### config.mk
export PLATFORM = sky130hd
export DESIGN_NAME = writeback_stage
export DESIGN_NICKNAME = d
export VERILOG_FILES = /design/src/rtl/writeback_stage_pkg.sv /design/src/rtl/writeback_stage_load_extend.sv /design/src/rtl/writeback_stage.sv
export SDC_FILE = /design/constraint.sdc
export NUM_CORES = 1
export LEC_CHECK = 0
export BUFFER_PORTS_ARGS = -buffer_cell sky130_fd_sc_hd__clkbuf_2
export CAP_MARGIN = 30
export CORE_ASPECT_RATIO = 0.5
export CORE_MARGIN = 3
export CORE_UTILIZATION = 40
export CTS_CLUSTER_SIZE = 24
export DETAILED_ROUTE_END_ITERATION = 8
export PLACE_DENSITY = 0.7
export RECOVER_POWER = 100
export SLEW_MARGIN = 20
export SYNTH_ARGS = -nofsm -noshare
export SYNTH_HDL_FRONTEND = slang
export SYNTH_SLANG_ARGS = --single-unit
### constraint.sdc
create_clock -name clk -period 5.25 [get_ports clk]
set_clock_uncertainty 0.05 [all_clocks]
set_input_delay 0.2625 -clock clk [delete_from_list [all_inputs] [get_ports clk]]
set_output_delay 0.2625 -clock clk [all_outputs]
set_load 0.02 [all_outputs]
### src/rtl/writeback_stage_pkg.sv
// Shared encodings for the write-back stage: source selects, load funct3 codes
// and the reset values of the pipeline register fields.
package writeback_stage_pkg;

    localparam logic [1:0] WB_SEL_ALU  = 2'b00;
    localparam logic [1:0] WB_SEL_MEM  = 2'b01;
    localparam logic [1:0] WB_SEL_PC4  = 2'b10;
    localparam logic [1:0] WB_SEL_ZERO = 2'b11;

    localparam logic [2:0] LOAD_LB  = 3'b000;
    localparam logic [2:0] LOAD_LH  = 3'b001;
    localparam logic [2:0] LOAD_LW  = 3'b010;
    localparam logic [2:0] LOAD_LBU = 3'b100;
    localparam logic [2:0] LOAD_LHU = 3'b101;

    localparam logic       RST_VALID   = 1'b0;
    localparam logic       RST_REGWREN = 1'b0;
    localparam logic       RST_DONE    = 1'b0;
    localparam logic [4:0] RST_RD      = 5'd0;

endpackage

### src/rtl/writeback_stage_load_extend.sv
// Combinational load formatter: picks the byte/halfword addressed by the low
// address bits out of an aligned word and sign- or zero-extends it.
module load_extend
    import writeback_stage_pkg::*;
#(
    parameter int DWIDTH = 32
) (
    input  logic [DWIDTH-1:0] word_i,
    input  logic [1:0]        off_i,
    input  logic [2:0]        funct3_i,
    output logic [DWIDTH-1:0] data_o
);

    logic [7:0]  w_lane [4];
    logic [7:0]  w_byte;
    logic [15:0] w_half;

    for (genvar gi = 0; gi < 4; gi++) begin : g_lane
        assign w_lane[gi] = word_i[gi*8 +: 8];
    end

    assign w_byte = w_lane[off_i];
    // Halfword loads ignore off_i[0]: only the upper/lower half is selectable.
    assign w_half = off_i[1] ? {w_lane[3], w_lane[2]} : {w_lane[1], w_lane[0]};

    always_comb begin
        data_o = word_i;
        case (funct3_i)
            LOAD_LB:  data_o = {{(DWIDTH-8){w_byte[7]}}, w_byte};
            LOAD_LH:  data_o = {{(DWIDTH-16){w_half[15]}}, w_half};
            LOAD_LBU: data_o = {{(DWIDTH-8){1'b0}}, w_byte};
            LOAD_LHU: data_o = {{(DWIDTH-16){1'b0}}, w_half};
            default:  data_o = word_i;
        endcase
    end

endmodule

### src/rtl/writeback_stage.sv
// MEM/WB pipeline register: selects the write-back value, drives the register
// file write port once per instruction and counts captured instructions.
module writeback_stage
    import writeback_stage_pkg::*;
#(
    parameter int DWIDTH   = 32,
    parameter int CNTWIDTH = 64
) (
    input  logic                clk,
    input  logic                rst,
    input  logic                valid_i,
    input  logic                stall_i,
    input  logic                flush_i,
    input  logic [DWIDTH-1:0]   pc_i,
    input  logic [DWIDTH-1:0]   alu_res_i,
    input  logic [DWIDTH-1:0]   memrd_data_i,
    input  logic [2:0]          funct3_i,
    input  logic [1:0]          wbsel_i,
    input  logic [4:0]          rd_i,
    input  logic                regwren_i,
    output logic [4:0]          rd_o,
    output logic [DWIDTH-1:0]   datawb_o,
    output logic                regwren_o,
    output logic                valid_o,
    output logic [CNTWIDTH-1:0] retired_o
);

    logic [DWIDTH-1:0]   w_load;
    logic [DWIDTH-1:0]   w_pc4;
    logic [DWIDTH-1:0]   w_wbdata;

    logic                r_valid;
    logic                r_regwren;
    logic                r_done;
    logic [4:0]          r_rd;
    logic [DWIDTH-1:0]   r_data;
    logic [CNTWIDTH-1:0] r_retired;

    load_extend #(
        .DWIDTH (DWIDTH)
    ) u_load_extend (
        .word_i   (memrd_data_i),
        .off_i    (alu_res_i[1:0]),
        .funct3_i (funct3_i),
        .data_o   (w_load)
    );

    assign w_pc4 = pc_i + DWIDTH'(4);

    always_comb begin
        w_wbdata = '0;
        case (wbsel_i)
            WB_SEL_ALU: w_wbdata = alu_res_i;
            WB_SEL_MEM: w_wbdata = w_load;
            WB_SEL_PC4: w_wbdata = w_pc4;
            default:    w_wbdata = '0;
        endcase
    end

    always_ff @(posedge clk or posedge rst) begin
        if (rst) begin
            r_valid   <= RST_VALID;
            r_regwren <= RST_REGWREN;
            r_done    <= RST_DONE;
            r_rd      <= RST_RD;
            r_data    <= '0;
            r_retired <= '0;
        end else if (flush_i) begin
            r_valid   <= 1'b0;
            r_regwren <= 1'b0;
            r_done    <= 1'b0;
        end else if (stall_i) begin
            // The held instruction already had its write cycle; suppress repeats.
            if (r_valid) begin
                r_done <= 1'b1;
            end
        end else begin
            r_valid   <= valid_i;
            r_regwren <= regwren_i;
            r_done    <= 1'b0;
            r_rd      <= rd_i;
            r_data    <= w_wbdata;
            if (valid_i) begin
                r_retired <= r_retired + CNTWIDTH'(1);
            end
        end
    end

    assign regwren_o = r_valid & r_regwren & (r_rd != 5'd0) & ~r_done;
    assign rd_o      = r_rd;
    assign datawb_o  = r_data;
    assign valid_o   = r_valid;
    assign retired_o = r_retired;

endmodule

=== Word level (Yosys, flattened, before mapping) ===
Cells that the tools add are included.
W data, S select, Z words.

* Bits in registers: 104
* Bits of input ports: 112

* Add/subtract/negate cells: 2
* Order comparisons: 1
* Equal/unequal tests: 7
* Mux-type cells: 13
* Bitwise gates (word level): 7
* Reductions and logical operators: 5

{| class="wikitable"
|+ Operator list
! cell !! count
|-
| $pmux W32 S4 || 1
|-
| $pmux W32 S3 || 1
|-
| $add A64 B1 Y64 const B || 1
|-
| $add A32 B3 Y32 const B || 1
|-
| $bmux W8 S2 || 1
|-
| $mux W16 || 1
|-
| $mux W8 || 2
|-
| $mux W1 || 7
|-
| $eq A3 B3 Y1 const B || 2
|-
| $reduce_bool A5 Y1 || 1
|-
| $and A1 B1 Y1 || 3
|-
| $eq A3 B1 Y1 const B || 1
|-
| $ge A3 B3 Y1 const B || 1
|-
| $logic_not A3 Y1 || 1
|-
| $ne A3 B1 Y1 const B || 1
|-
| $not A1 Y1 || 3
|-
| $not A2 Y3 || 1
|-
| $reduce_and A3 Y1 || 1
|-
| $eq A2 B1 Y1 const B || 1
|-
| $eq A2 B2 Y1 const B || 1
|-
| $logic_not A2 Y1 || 1
|-
| $ne A2 B1 Y1 const B || 1
|-
| $reduce_and A2 Y1 || 1
|}

=== Longest topological paths before layout ===
Gate-level depths: netlist (run 1).

* Word-level depth: 6
* Depth in mapped cells: 7
* Mapped depth without buffers: 6

=== Cells and area by module ===
From an unflattened synthesis (run 1), not the netlist that was laid out.

* Cells, all modules: 693
* Area, all modules: 6433.7 µm²

{| class="wikitable"
|+ By module, submodules not included
! module !! instances !! cells an instance !! area each (µm²)
|-
| writeback_stage || 1 || 575 || 5634.2
|-
| load_extend || 1 || 118 || 799.5
|}

=== Worst setup path before layout (run 1) ===
Ideal clock, no wire load.

* Kind: register -> register
* From: reg r_retired[33], in the netlist retired_o[33]
* To: reg r_retired[63], in the netlist retired_o[63]
* Setup time: 0.128 ns
* Data arrival time: 2.026 ns
* Required time: 5.072 ns
* Setup slack: 3.045 ns
* Stages on the path, launching flop included: 7
* Buffers on the path: 1
* Clock period less this slack: 2.205 ns
* Path through: dfrtp_1 > nand4_1 > or4_4 > nor4_4 > buf_6 > nand4_2 > xnor2_1

* Word-level cells in the longest chain between the ends: 1

{| class="wikitable"
|+ RTL lines
! what !! line !! text
|-
| from (decl) || writeback_stage.sv:37 || <nowiki>logic [CNTWIDTH-1:0] r_retired;</nowiki>
|-
| from (signal assigned) || writeback_stage.sv:84 || <nowiki>r_retired <= r_retired + CNTWIDTH'(1);</nowiki>
|-
| $add A64 B1 Y64 || writeback_stage.sv:84 ||
|}

No other way between the ends.
A chain may end at the register's enable or synchronous reset.

==> results of run 1 <==
==> metrics by stage <==
step | instance area [um2] | hold slack [ns] | setup slack, ns
floorplan | 6260 | 0.279 | 2.21
global placement | 7470 | 0.310 | 2.75
detailed placement | 7470 | 0.307 | 2.60
CTS | 7780 | 0.0417 | 2.69
global route | 7610 | 0.0542 | 1.43
finish | 7610 | 0.0578 | 2.01
==> path summary, 6_finish.rpt <==
check	cells past startpoint	to	from
max	4	retired_o[17]$_DFFE_PP0P_	rst
max reg2reg	6	retired_o[60]$_DFFE_PP0P_	retired_o[3]$_DFFE_PP0P_
min in group asynchronous	3	rd_o[0]$_DFFE_PP0P_	rst
min reg2reg	1	retired_o[63]$_DFFE_PP0P_	retired_o[63]$_DFFE_PP0P_
min	3	rd_o[0]$_DFFE_PP0P_	rd_i[0]
max in group clk	6	datawb_o[14]$_DFFE_PP0P_	stall_i
==> power groups by stage <==
stage / clock network [mW] / logic (mW) / registers, mW
global route: 0.735 / 0.426 / 0.921
floorplan: 0 / 0.165 / 0.989
finish: 0.688 / 0.388 / 0.914
global placement: 0 / 0.401 / 0.927
detailed placement: 0 / 0.406 / 0.928
CTS: 0.705 / 0.408 / 0.913
==> registers in the layout, indices dropped and copies added, names as in the netlist <==
name       flops
retired_o     64
datawb_o      32
rd_o           5
r_done         1
r_regwren      1
valid_o        1
==> cells in the mapped netlist (5+ instances only) <==
cell type and count:
or3_1 14, a221o_1 6, and4_1 11, buf_2 5, o211ai_1 9, a31o_2 6
nor3_1 19, xor2_1 27, a211o_1 7, nor2b_1 15, clkbuf_1 26, a21oi_1 20
a22oi_1 6, o21ai_0 23, a221oi_1 9, a31oi_1 9, inv_1 23, nand3_1 40
and3_1 7, nand4_1 31, xnor2_1 59, nand2_1 65, nor2_1 52, and2_1 13
o31ai_1 5, dfrtp_1 104, nand3b_1 7, nor4_1 7
==> cell type report <==
| cell class | count | area share |
|---|---|---|
| sequential | 104 | 0.342 |
| inverter | 23 | 0.0115 |
| clock inverter | 7 | 0.0107 |
| tap | 198 | 0.0326 |
| multi-input combinational | 525 | 0.446 |
| clock buffer | 9 | 0.0296 |
| timing repair buffer | 220 | 0.127 |
==> worst min-delay path, delay by kind of cell <==
| family | cells | cell delay [ns] |
|---|---|---|
| AND/OR/NAND/NOR | 2 | 0.09 |
| buffers and inverters | 1 | 0.08 |
==> kinds of logic after synthesis <==
logic type	count (synthesis)	share of synthesized area
flops	104	0.416
compound gates	120	0.136
mux	7	0.0136
fa+ha+maj	2	0.00400
buf+inv	58	0.0388
xor+xnor	86	0.120
simple gates	310	0.272
==> per-layer routing <==
layer  vias to the layer above  wire length, um  global-route usage
met5                         -                0                   0
li1                       2881                -                   -
met2                       261             8870               0.353
met4                         0              344              0.0532
met3                        30             1300              0.0446
met1                      2970             8850               0.304
==> flow_metrics.py, run 1 <==
metrics = {
    "clock_network": {
        "cts_sinks": 104,
        "clk_pin_slew_ns": 0.08,
        "h-tree-depth": 3,
        "cts_tree": "done",
        "clk-insertion-delay-late_ns": 0.35,
        "cts_buffer_depth": 2,
        "cts_buffers": 9,
        "root_buffer": "clkbuf_16",
        "cts.repair.resized": 0,
        "holdBufCountCts": 1,
        "post_cts_buffers": 0,
    },
    "power_and_ir_drop": {
        "swShare": 0.328,
        "p_int_mw": 1.34,
        "clkPwrFrac": 0.346,
        "seqPwrFrac": 0.459,
        "p_comb_frac": 0.195,
        "pwr_density_cell_mw_per_mm2": 261,
        "p_leak_nw": 3.24,
        "ir_drop_mv": 0.148,
        "finalPower_mw": 1.99,
        "p_sw_mw": 0.652,
    },
    "placed_design": {
        "place_congestion": 0.871,
        "io_buffers": 214,
        "hpwl_um": 14600,
        "place_inst": 1069,
    },
    "timing": {
        "finalSetupViolCount": 0,
        "slew_headroom": -0.337,
        "final_hold_viol_count": 0,
        "post-route-min-period_ns": 3.24,
        "tns_ns": 0,
        "period_share": 0.617,
        "worst_pin_slew_ns": 2.00,
        "slew_violations": 85,
        "clock.fmax_mhz": 309,
        "rsz0062_at_grt": "false",
    },
    "critical_path": {
        "worstSetupPathType": "in2async",
        "cp_slowest_stage_delay_ns": 1.28,
        "critPathCaptureType": "async pin",
        "crit_slowest_cell": "clkbuf_2",
        "critPathMaxFanout": 61,
        "crit_buf_inv": 4,
        "crit_chain": "dlygate4sd3_1 > clkbuf_2 > clkinvlp_2 > clkbuf_2",
        "crit_path_start_kind": "input port",
        "timing.critical_path.mode_cell": "clkbuf_2",
        "required_ns": 5.40,
        "rrSetupSlack_ns": 2.65,
        "cpLargestDelayFamily": "buffers and inverters",
        "critPathArrivalTime_ns": 3.39,
    },
    "grt": {
        "globalRouteOverflowTotal": 0,
        "grt_antenna_before_repair": 0,
        "grt_pass1_wl_um": 30400,
        "grt_pass1_vias": 5725,
        "grt_start_max_net_pins": 62,
        "grtUsageTotal": 0.219,
    },
    "synthesis": {
        "synthCells": 687,
        "synth_top_area_share": 0.416,
        "yosysWarnings": 0,
        "yosysUniqueCellTypes": 60,
        "seq_area_frac_synth": 0.416,
        "synth_area_leaders": "dfrtp_1, xnor2_1, nand2_1, xor2_1, nand3_1",
        "synth_nets": 801,
        "synthFlopType": "dfrtp_1",
        "syn_area_mm2": 0.00626,
        "syn_avg_cell_area_um2": 9.11,
        "synth_top_area_cell": "dfrtp_1",
        "synth_edf_count": 0,
        "synth-seq-cells": 104,
        "async_flop_share": 1.00,
    },
    "layout": {
        "register_area_mm2": 0.00260,
        "mostFrequentLayoutCell": "clkbuf_1",
        "mostFrequentLayoutCells": "clkbuf_1, clkbuf_2, dfrtp_1, nand2_1, xnor2_1",
        "antenna_cells": 0,
        "multiInputGateArea_mm2": 0.00340,
        "finalNetCount": 997,
        "drive_gt1_frac": 0.172,
        "nFillCells": 1503,
        "area_growth_pct": 21.6,
        "utilization": 0.511,
        "fin_cells": 1086,
    },
    "routing": {
        "firstDrtPassIters": 5,
        "antenna_left": 0,
        "drc": 0,
        "totalWireLength_um": 19400,
        "wl_per_cell_um": 17.8,
        "drt_first_iter_violations": 466,
        "via_count": 6142,
        "viasPerCell": 5.66,
    },
    "floorplanning": {
        "chipWidth_um": 183,
        "dieArea_mm2": 0.0173,
        "fp.dieH_um": 94.5,
        "initial_core_util": 0.420,
        "num_rows": 31,
        "ios": 215,
        "coreArea_mm2": 0.0149,
    },
    "min_path": {
        "hold_class": "in2reg",
    },
    "job": {
        "maxCapViolCount": 3,
    },
    "outcome": {
        "violations": "max-capacitance violations, max-slew violations",
        "status": "complete, but fails checks",
    },
}
Note: power is estimated with default switching activity, not from simulation.
==> run 2, diff against run 1 <==
- clock period: 5.25 -> 3.2 ns (I/O delays scaled with it)
==> run 2 against run 1 <==
  * The run still ends with max-capacitance violations, max-slew violations left
  * Cell area up 1.1%
  * Critical endpoint is now datawb_o[14]$_DFFE_PP0P_
  * Register-to-register slack lost 1.7 ns
  * Final cell count is 0.92% higher
  * Largest power group unchanged
  * Combinational power up 69%
  * Worst setup slack got worse by 1.4 ns
  * Via count fell by 0.16%
  * Hold slack got worse by 0.046 ns
  * Wire length up 1.4%
  * Core utilization up 0.56 points
==> flow_metrics.py, run 2 (same netlist as run 1, synthesis figures left out) <==
metrics = {
    "outcome": {
        "status": "complete, but fails checks",
        "violations": "max-capacitance violations, max-slew violations",
    },
    "timing": {
        "finalSetupViolCount": 0,
        "final_hold_viol_count": 0,
        "worst_pin_slew_ns": 1.94,
        "slew_violations": 88,
        "tns_ns": 0,
        "clock.fmax_mhz": 391,
        "post-route-min-period_ns": 2.56,
        "rsz0062_at_grt": "false",
        "period_share": 0.800,
        "slew_headroom": -0.298,
    },
    "critical_path": {
        "crit_path_start_kind": "input port",
        "worstSetupPathType": "in2reg",
        "required_ns": 3.37,
        "critPathArrivalTime_ns": 2.73,
        "critPathCaptureType": "flop",
        "critPathMaxFanout": 39,
    },
    "routing": {
        "drt_first_iter_violations": 506,
        "viasPerCell": 5.59,
        "totalWireLength_um": 19600,
        "via_count": 6132,
        "antenna_left": 0,
        "firstDrtPassIters": 5,
        "wl_per_cell_um": 17.9,
        "drc": 0,
    },
    "layout": {
        "antenna_cells": 0,
        "largest_reg_flops": 64,
        "mostFrequentLayoutCells": "clkbuf_2, clkbuf_1, dfrtp_1, nand2_1, xnor2_1",
        "drive_gt1_frac": 0.171,
        "area_growth_pct": 22.9,
        "finalNetCount": 1007,
    },
    "clock_network": {
        "cts_tree": "done",
        "root_buffer": "clkbuf_16",
        "cts_buffers": 9,
        "cts_buffer_depth": 2,
        "h-tree-depth": 3,
        "clk-insertion-delay-late_ns": 0.35,
        "clk_pin_slew_ns": 0.08,
        "cts_sinks": 104,
    },
    "floorplanning": {
        "dieArea_mm2": 0.0173,
        "initial_core_util": 0.420,
        "fp.dieH_um": 94.5,
        "coreArea_mm2": 0.0149,
        "num_rows": 31,
        "ios": 215,
        "chipWidth_um": 183,
    },
    "min_path": {
        "hold_class": "in2reg",
    },
    "job": {
        "maxCapViolCount": 2,
    },
    "grt": {
        "grtUsageTotal": 0.223,
        "grt_antenna_before_repair": 0,
        "grt_start_max_net_pins": 58,
        "grt_pass1_vias": 5880,
        "globalRouteOverflowTotal": 0,
        "grt_pass1_wl_um": 31000,
    },
    "power_and_ir_drop": {
        "p_leak_nw": 3.27,
        "finalPower_mw": 3.34,
        "ir_drop_mv": 0.244,
        "pwr_density_cell_mw_per_mm2": 434,
    },
    "placed_design": {
        "hpwl_um": 14800,
        "place_congestion": 0.918,
        "io_buffers": 214,
    },
}
-- run 2: path summary, 6_finish.rpt --
kind                                           startpoint                        end  slack (ns)  depth (start not counted)
worst max-delay path                              stall_i   datawb_o[14]$_DFFE_PP0P_        0.64                          6
worst min-delay path                        alu_res_i[26]   datawb_o[26]$_DFFE_PP0P_        0.01                          3
worst max register to register  retired_o[33]$_DFFE_PP0P_  retired_o[49]$_DFFE_PP0P_        0.96                          6
worst min register to register    datawb_o[1]$_DFFE_PP0P_    datawb_o[1]$_DFFE_PP0P_        0.43                          2
max in group asynchronous                             rst   datawb_o[31]$_DFFE_PP0P_        1.01                          3
min in group asynchronous                             rst        rd_o[0]$_DFFE_PP0P_        0.94                          3
-- run 2: critical path, stage by stage --
cell and delay [ns]:
clkbuf_2 0.15, or2_1 0.15, clkbuf_1 1.34, nor3_1 0.43, a221oi_1 0.35, o21ai_0 0.13
-- run 2: report_power, final --
group / total, mW / switching (mW) / leakage [nW] / internal (mW)
registers: 1.50 / 0.0851 / 1.37 / 1.41
clock network: 1.19 / 0.553 / 0.157 / 0.633
logic: 0.657 / 0.423 / 1.75 / 0.234
-- run 2: routing by layer --
| layer | track usage | vias up | wire, um |
|---|---|---|---|
| met5 | 0 | - | 0 |
| li1 | - | 2895 | - |
| met3 | 0.0454 | 25 | 1220 |
| met1 | 0.306 | 2979 | 8940 |
| met4 | 0.0526 | 0 | 330 |
| met2 | 0.367 | 233 | 9150 |
-- run 2: through the flow --
step	hold WS (ns)	instances	utilization	instance area, um2	setup slack (ns)
after floorplan	0.176	687	-	6260	0.258
after global placement	0.235	1074	0.505	7520	0.862
after detailed placement	0.234	1074	0.505	7520	0.803
after CTS	0.00372	1096	0.530	7900	1.01
after global routing	0.0152	1096	0.517	7690	0.386
final	0.0114	1096	0.517	7690	0.640
-- run 2: cell type report --
cell class	instances	area [um2]
fillers	1490	7200
multi-input cells	525	3360
flip-flops and latches	104	2600
repair buffers	230	1070
well taps	198	248
clock buffers	9	225
clock inverters	7	95.1
inverters	23	86.3
-- run 2: what timing repair did --
action / in CTS / in global routing
setup buffers: 0 / 0
resized for setup: 0 / 0
hold buffers: 6 / 0
hold endpoints to repair: 52 / 0
==> run 3, diff against run 2 <==
- clock period: 3.2 -> 2.66 ns (I/O delays scaled with it)
==> run 3 against run 2 <==
  * The run now ends clean
  * Clock-buffer cell count unchanged
  * Combinational power up 21%
  * Register-to-register slack lost 0.57 ns
  * Non-clock buffer count is 12 higher
  * Final cell count rose by 1.1%
  * Cell area increased by 1.3%
  * Hold slack worse by 0.0045 ns
  * Core utilization up 0.65 points
  * Critical endpoint is now retired_o[42]$_DFFE_PP0P_
  * Largest cell class unchanged
  * Largest power group unchanged
  * Highest routed layer unchanged
==> flow_metrics.py, run 3 (same netlist as run 1, synthesis figures left out) <==
metrics = {
    "outcome": {
        "status": "finished clean",
    },
    "timing": {
        "clock.fmax_mhz": 439,
        "worst_pin_slew_ns": 1.36,
        "tns_ns": 0,
        "post-route-min-period_ns": 2.28,
        "finalSetupViolCount": 0,
        "rsz0062_at_grt": "false",
        "slew_headroom": 0.0875,
        "final_hold_viol_count": 0,
        "period_share": 0.857,
        "slew_violations": 0,
    },
    "floorplanning": {
        "ios": 215,
        "coreArea_mm2": 0.0149,
        "chipWidth_um": 183,
        "num_rows": 31,
        "initial_core_util": 0.420,
        "dieArea_mm2": 0.0173,
        "fp.dieH_um": 94.5,
    },
    "critical_path": {
        "critPathCaptureType": "flop",
        "worstSetupPathType": "in2reg",
        "critPathMaxFanout": 8,
        "crit_path_start_kind": "input port",
        "required_ns": 2.88,
        "critPathArrivalTime_ns": 2.50,
    },
    "layout": {
        "drive_gt1_frac": 0.177,
        "largest_reg_flops": 64,
        "utilization": 0.523,
        "antenna_cells": 0,
        "finalNetCount": 1019,
        "mostFrequentLayoutCell": "clkbuf_1",
        "mostFrequentLayoutCells": "clkbuf_1, clkbuf_2, dfrtp_1, nand2_1, xnor2_1",
        "area_growth_pct": 24.5,
    },
    "clock_network": {
        "cts_tree": "done",
        "post_cts_buffers": 0,
        "cts_buffer_depth": 2,
        "clk-insertion-delay-late_ns": 0.34,
        "clk_pin_slew_ns": 0.08,
        "cts.repair.resized": 0,
        "holdBufCountCts": 11,
        "h-tree-depth": 3,
        "cts_sinks": 104,
        "cts_buffers": 9,
        "root_buffer": "clkbuf_16",
    },
    "job": {
        "maxCapViolCount": 0,
    },
    "grt": {
        "grt_start_max_net_pins": 45,
        "grt_pass1_wl_um": 30600,
        "grt_pass1_vias": 5817,
        "globalRouteOverflowTotal": 0,
        "grt_antenna_before_repair": 0,
        "grtUsageTotal": 0.222,
    },
    "power_and_ir_drop": {
        "p_comb_frac": 0.202,
        "pwr_density_cell_mw_per_mm2": 506,
        "ir_drop_mv": 0.361,
        "seqPwrFrac": 0.456,
        "p_sw_mw": 1.28,
        "finalPower_mw": 3.94,
        "p_int_mw": 2.66,
        "clkPwrFrac": 0.342,
        "p_leak_nw": 3.32,
        "swShare": 0.325,
    },
    "routing": {
        "drc": 0,
        "wl_per_cell_um": 17.8,
        "drt_first_iter_violations": 459,
        "via_count": 6124,
        "firstDrtPassIters": 7,
        "viasPerCell": 5.53,
        "antenna_left": 0,
        "totalWireLength_um": 19700,
    },
    "placed_design": {
        "io_buffers": 214,
        "place_congestion": 0.860,
        "hpwl_um": 15100,
    },
    "min_path": {
        "hold_class": "in2reg",
    },
}
-- run 3: worst paths after layout --
path	depth (start not counted)	start	slack [ns]	endpoint
min in group asynchronous	3	rst	0.56	rd_o[4]$_DFFE_PP0P_
setup reg to reg	5	retired_o[24]$_DFFE_PP0P_	0.39	retired_o[41]$_DFFE_PP0P_
setup / recovery	8	flush_i	0.38	retired_o[42]$_DFFE_PP0P_
max in group asynchronous	4	rst	0.69	datawb_o[31]$_DFFE_PP0P_
hold / removal	3	alu_res_i[23]	0.007	datawb_o[23]$_DFFE_PP0P_
hold reg to reg	1	retired_o[63]$_DFFE_PP0P_	0.42	retired_o[63]$_DFFE_PP0P_
-- run 3: per-stage QoR --
step	cells	hold WS [ns]	setup WS (ns)	instance area (um2)
3_5_place_dp	1081	0.196	0.444	7570
4_1_cts	1108	0.00405	0.483	7990
6_report	1108	0.00689	0.381	7790
3_3_place_gp	1081	0.199	0.516	7570
2_1_floorplan	687	0.149	0.455	6260
5_1_grt	1108	0.0213	0.184	7790
-- run 3: routing by layer --
layer  GRT usage  part of all wire  up-vias
met5           0                 0        -
met4      0.0640             0.021        0
met3      0.0423             0.060       33
met2       0.365              0.47      221
met1       0.302              0.45     2944
li1            -                 -     2926
-- run 3: layout make-up --
class | instances | area, um2
clock buffers | 9 | 225
repair buffers | 242 | 1160
fillers | 1539 | 7100
flip-flops and latches | 104 | 2600
inverters | 23 | 87.6
multi-input cells | 525 | 3380
clock inverters | 7 | 82.6
well taps | 198 | 248
-- run 3: power groups by stage --
stage                     clock network, mW  registers (mW)  logic, mW
after floorplan                           0            1.95      0.327
after global placement                    0            1.82      0.810
after detailed placement                  0            1.82      0.822
after CTS                              1.39            1.80      0.836
after global routing                   1.46            1.81      0.869
final                                  1.35            1.80      0.797
-- run 3: worst max-delay path, stage by stage --
cell           delay [ns]
dlygate4sd3_1        0.53
clkbuf_1             0.18
nor2_1               0.20
and4_1               0.27
clkbuf_1             0.40
nand4_1              0.30
nor3_1               0.31
xor2_1               0.17
